File: config.mk
export PLATFORM = sky130hd
export DESIGN_NAME = fetch_stage
export DESIGN_NICKNAME = d
export VERILOG_FILES = /design/src/rtl/fetch_stage.sv
export SDC_FILE = /design/constraint.sdc
export NUM_CORES = 1
export LEC_CHECK = 0
export ABC_AREA = 1
export CAP_MARGIN = 10
export CORE_AREA = 2 2 143 145
export CTS_CLUSTER_DIAMETER = 60
export DETAILED_ROUTE_END_ITERATION = 8
export DIE_AREA = 0 0 145 147
export HOLD_SLACK_MARGIN = 0.08
export PLACE_DENSITY_LB_ADDON = 0.05
export SLEW_MARGIN = 40
export SYNTH_ARGS = -nofsm -noshare
export SYNTH_HDL_FRONTEND = slang
export SYNTH_SLANG_ARGS = --single-unit
File: constraint.sdc
create_clock -name clk -period 5.24 [get_ports clk]
set_input_delay 1.048 -clock clk [delete_from_list [all_inputs] [get_ports clk]]
set_output_delay 1.048 -clock clk [all_outputs]
set_load 0.01 [all_outputs]
File: src/rtl/fetch_stage.sv
// Instruction-fetch stage for the 16-bit core: owns the PC, issues imem reads,
// and drives the IF/ID pipeline register (stall, flush, redirect and HLT handling).
module fetch_stage #(
  parameter logic [15:0] RESET_PC  = 16'h0000,
  parameter logic [15:0] NOP_INSTR = 16'h0000,
  parameter logic [3:0]  HALT_OP   = 4'hF
) (
  input  logic        clk,
  input  logic        rst_n,
  input  logic        stall,
  input  logic        branch_taken,
  input  logic [15:0] branch_target,
  output logic        imem_req,
  output logic [15:0] imem_addr,
  input  logic        imem_ready,
  input  logic [15:0] imem_rdata,
  output logic        if_id_valid,
  output logic [15:0] if_id_instr,
  output logic [15:0] if_id_pc,
  output logic [15:0] if_id_pc_plus2,
  output logic        halted
);

  typedef enum logic [1:0] {
    ST_FETCH  = 2'd0,
    ST_HOLD   = 2'd1,
    ST_HALTED = 2'd2
  } state_t;

  state_t      state_q, state_d;
  logic [15:0] pc_q, pc_d;
  logic        squash_q, squash_d;
  logic [15:0] redir_q, redir_d;
  logic [15:0] hold_q, hold_d;
  logic        valid_q, valid_d;
  logic [15:0] instr_q, instr_d;
  logic [15:0] ifpc_q, ifpc_d;
  logic [15:0] ifpc2_q, ifpc2_d;
  logic        halted_q;
  logic [15:0] target_s;

  function automatic logic [15:0] pc_inc(input logic [15:0] pc);
    return pc + 16'd2;
  endfunction

  assign target_s       = {branch_target[15:1], 1'b0};
  // Request is gated by reset so it is low during the reset cycle itself.
  assign imem_req       = rst_n & (state_q == ST_FETCH);
  assign imem_addr      = pc_q;
  assign if_id_valid    = valid_q;
  assign if_id_instr    = instr_q;
  assign if_id_pc       = ifpc_q;
  assign if_id_pc_plus2 = ifpc2_q;
  assign halted         = halted_q;

  always_comb begin
    state_d  = state_q;
    pc_d     = pc_q;
    squash_d = squash_q;
    redir_d  = redir_q;
    hold_d   = hold_q;
    valid_d  = valid_q;
    instr_d  = instr_q;
    ifpc_d   = ifpc_q;
    ifpc2_d  = ifpc2_q;
    case (state_q)
      ST_FETCH: begin
        if (!imem_ready) begin
          if (branch_taken) begin
            // Redirect is deferred until the outstanding response retires.
            redir_d  = target_s;
            squash_d = 1'b1;
            valid_d  = 1'b0;
            instr_d  = NOP_INSTR;
          end else if (!stall) begin
            valid_d = 1'b0;
            instr_d = NOP_INSTR;
          end else begin
            valid_d = valid_q;
          end
        end else if (squash_q || branch_taken) begin
          pc_d     = squash_q ? redir_q : target_s;
          squash_d = 1'b0;
          valid_d  = 1'b0;
          instr_d  = NOP_INSTR;
        end else if (stall) begin
          hold_d  = imem_rdata;
          state_d = ST_HOLD;
        end else begin
          valid_d = 1'b1;
          instr_d = imem_rdata;
          ifpc_d  = pc_q;
          ifpc2_d = pc_inc(pc_q);
          pc_d    = pc_inc(pc_q);
          if (imem_rdata[15:12] == HALT_OP) begin
            state_d = ST_HALTED;
          end else begin
            state_d = ST_FETCH;
          end
        end
      end
      ST_HOLD: begin
        if (branch_taken) begin
          pc_d    = target_s;
          valid_d = 1'b0;
          instr_d = NOP_INSTR;
          state_d = ST_FETCH;
        end else if (!stall) begin
          valid_d = 1'b1;
          instr_d = hold_q;
          ifpc_d  = pc_q;
          ifpc2_d = pc_inc(pc_q);
          pc_d    = pc_inc(pc_q);
          if (hold_q[15:12] == HALT_OP) begin
            state_d = ST_HALTED;
          end else begin
            state_d = ST_FETCH;
          end
        end else begin
          state_d = ST_HOLD;
        end
      end
      ST_HALTED: begin
        if (branch_taken) begin
          pc_d    = target_s;
          valid_d = 1'b0;
          instr_d = NOP_INSTR;
          state_d = ST_FETCH;
        end else if (!stall) begin
          valid_d = 1'b0;
          instr_d = NOP_INSTR;
        end else begin
          state_d = ST_HALTED;
        end
      end
      default: begin
        state_d = ST_FETCH;
        valid_d = 1'b0;
        instr_d = NOP_INSTR;
      end
    endcase
  end

  always_ff @(posedge clk) begin
    if (!rst_n) begin
      state_q  <= ST_FETCH;
      pc_q     <= RESET_PC;
      squash_q <= 1'b0;
      redir_q  <= 16'h0000;
      hold_q   <= 16'h0000;
      valid_q  <= 1'b0;
      instr_q  <= NOP_INSTR;
      ifpc_q   <= 16'h0000;
      ifpc2_q  <= 16'h0000;
      halted_q <= 1'b0;
    end else begin
      state_q  <= state_d;
      pc_q     <= pc_d;
      squash_q <= squash_d;
      redir_q  <= redir_d;
      hold_q   <= hold_d;
      valid_q  <= valid_d;
      instr_q  <= instr_d;
      ifpc_q   <= ifpc_d;
      ifpc2_q  <= ifpc2_d;
      halted_q <= (state_d == ST_HALTED);
    end
  end

endmodule

==> results.json <==
{
  "cts_tree": "built",
  "cp-start-kind": "input port",
  "final_nets": 833,
  "synth.area.top_cells": "dfxtp_1 (40%), nand2_1 (15%), a21oi_1 (12%)",
  "fin_tns_setup_ns": 0,
  "ys.warnings.count": 0,
  "p_leak_nw": 2.41,
  "root_buffer": "clkbuf_16",
  "start_util_pct": 24.3,
  "clk_path_buf_depth": 2,
  "vdd_drop_max_mv": 0.157,
  "synthTopCellsByCount": "nand2_1 (196), a21oi_1 (116), dfxtp_1 (97)",
  "dieArea_um2": 21300,
  "slew_viol_final": 0,
  "die_x_um": 145,
  "fin_worst_skew_ns": 0.00642,
  "postCtsHoldBufs": 0,
  "worstPathRequired_ns": 4.19,
  "fillers": 2156,
  "drtIter0Drc": 387,
  "timing.fmax_mhz": 271,
  "die_h_um": 147,
  "yosysMostFrequentCell": "nand2_1",
  "synth_top_area_share_pct": 40.2,
  "yosys.cell_types.count": 33,
  "clkTransAtPathRegs_ns": 0.07,
  "grt_pass1_vias": 4723,
  "cts_buffers": 9,
  "cts.sinks": 97,
  "port_buffers": 99,
  "syn_area_um2": 4830,
  "path_max_fanout": 51,
  "post_cts_buffers": 0,
  "drtAntennaViolNets": 0,
  "place_congestion": 0.802,
  "overflow": 0,
  "num_io_pins": 104,
  "cts_resized": 0,
  "whs_ns": 0.450,
  "vias": 4985,
  "antenna_found_initial": 0,
  "synthArstFlopShare_pct": 0,
  "syn_inst": 712,
  "track_usage_pct": 16.2,
  "insertion_delay_ns": 0.35,
  "arrival_ns": 2.65,
  "dr.pass1.iters": 7,
  "status": "completed",
  "grt_max_degree": 52,
  "syn_avg_cell_area_um2": 6.78,
  "wirelength_um": 17300,
  "power_density_nw_per_um2": 307,
  "min_period_ns": 3.69,
  "critPathKind": "in -> out",
  "wire_per_inst_um": 16.2,
  "area_delta_synth_final_pct": 32.0,
  "yosysTopAreaCell": "dfxtp_1",
  "core_um2": 19800,
  "fin_crit_sh_pct": 70.5,
  "hold_viol_final": 0,
  "drc": 0,
  "worst_slew_pin_slew_ns": 0.863,
  "rows": 52,
  "synth-edff-count": 0,
  "grt_pass1_wl_um": 26800,
  "drive_above_1_share_pct": 5.53,
  "end_kind": "output pin",
  "cts_htree_levels": 3,
  "ys_ff_latch": 97,
  "rsz0062_at_grt": "false",
  "seq_area_frac_synth_pct": 40.2,
  "ys.flop_type": "dfxtp_1",
  "max_cap_violations": 0,
  "setup_viol": 0,
  "hp-class": "reg -> reg",
  "slew_headroom_pct": 42.5,
  "via_per_inst": 4.68,
  "n_antenna_cell": 0,
  "dp_hpwl_um": 11900
}
## final cells by class
| cell class | instances | area [µm²] | share of cell area, % |
|---|---|---|---|
| multi-input cells | 513 | 2450 | 38.5 |
| flip-flops and latches | 97 | 1940 | 30.5 |
| repair buffers | 107 | 1050 | 16.5 |
| well taps | 270 | 338 | 5.30 |
| clock buffers | 10 | 239 | 3.75 |
| inverters | 63 | 236 | 3.71 |
| clock inverters | 6 | 114 | 1.79 |
## routing by layer
layer / global-route usage (%) / wire, µm
met5: 0 / 0
met4: 5.59 / 248
met2: 25.2 / 7620
met3: 2.55 / 848
met1: 22.8 / 8550
## logic make-up (layout without fill, tap and decap cells)
family                     Yosys count  count (layout)  share of synthesized area [%]
xor gates and xnor gates             4               4                          0.725
AOI/OAI and AO/OA                  205             205                           22.8
DFF                                 97              97                           40.2
other                                1               3                         0.0776
and+or+nand+nor                    296             296                           25.6
adders and majority gates            5               5                           1.30
buffers and inverters              104             186                           9.25
## flip-flops by register name (all words and copies together), names as in the netlist, 2 cells and up
signal / flops
hold_q: 16
if_id_pc_plus2: 15
imem_addr: 15
if_id_pc: 15
if_id_instr: 16
state_q: 2
redir_q: 15
## path summary, 6_finish.rpt
kind	startpoint	to	slack, ns	depth (start not counted)
worst min register to register	hold_q[4]	hold_q[4]	0.45	2
worst max-delay path	rst_n	imem_req	1.55	5
worst min-delay path	hold_q[4]	hold_q[4]	0.45	2
worst max register to register	state_q[1]	if_id_pc_plus2[3]	2.42	10
## critical path, stage by stage
cell and delay [ns]:
clkdlybuf4s50_1 0.45, buf_4 0.42, nand2_1 0.10, inv_1 0.06
clkdlybuf4s50_1 0.54
## power by group
part	leakage, nW	switching, mW	total (mW)	internal, mW
sequential	0.792	0.0387	0.821	0.783
clock	0.165	0.309	0.790	0.482
combinational	1.45	0.201	0.346	0.144
## per-stage QoR
step / total power [mW] / area, µm² / instances / util (%) / setup WS, ns
after floorplan: 1.02 / 4840 / 714 / - / 2.78
after global placement: 1.18 / 6020 / 1050 / 30.3 / 1.54
after detailed placement: 1.19 / 6020 / 1050 / 30.3 / 1.56
after CTS: 1.99 / 6370 / 1066 / 32.1 / 1.55
after global routing: 2.06 / 6370 / 1066 / 32.1 / 1.48
final: 1.96 / 6370 / 1066 / 32.1 / 1.55
## placed cells by master (no fill, tap or decap), types with 5 or more instances in the layout
cell / Yosys / final
nand2_1: 196 / 195
a21oi_1: 116 / 116
clkdlybuf4s50_1: 0 / 99
dfxtp_1: 97 / 97
o21ai_0: 64 / 64
inv_1: 55 / 54
nor2_1: 43 / 43
nand3_1: 40 / 40
clkbuf_16: 0 / 9
buf_4: 6 / 8
inv_2: 7 / 7
a22o_1: 6 / 6
o211ai_1: 6 / 6
o21ai_1: 5 / 5
No activity file was read; power rests on OpenSTA's default activity.
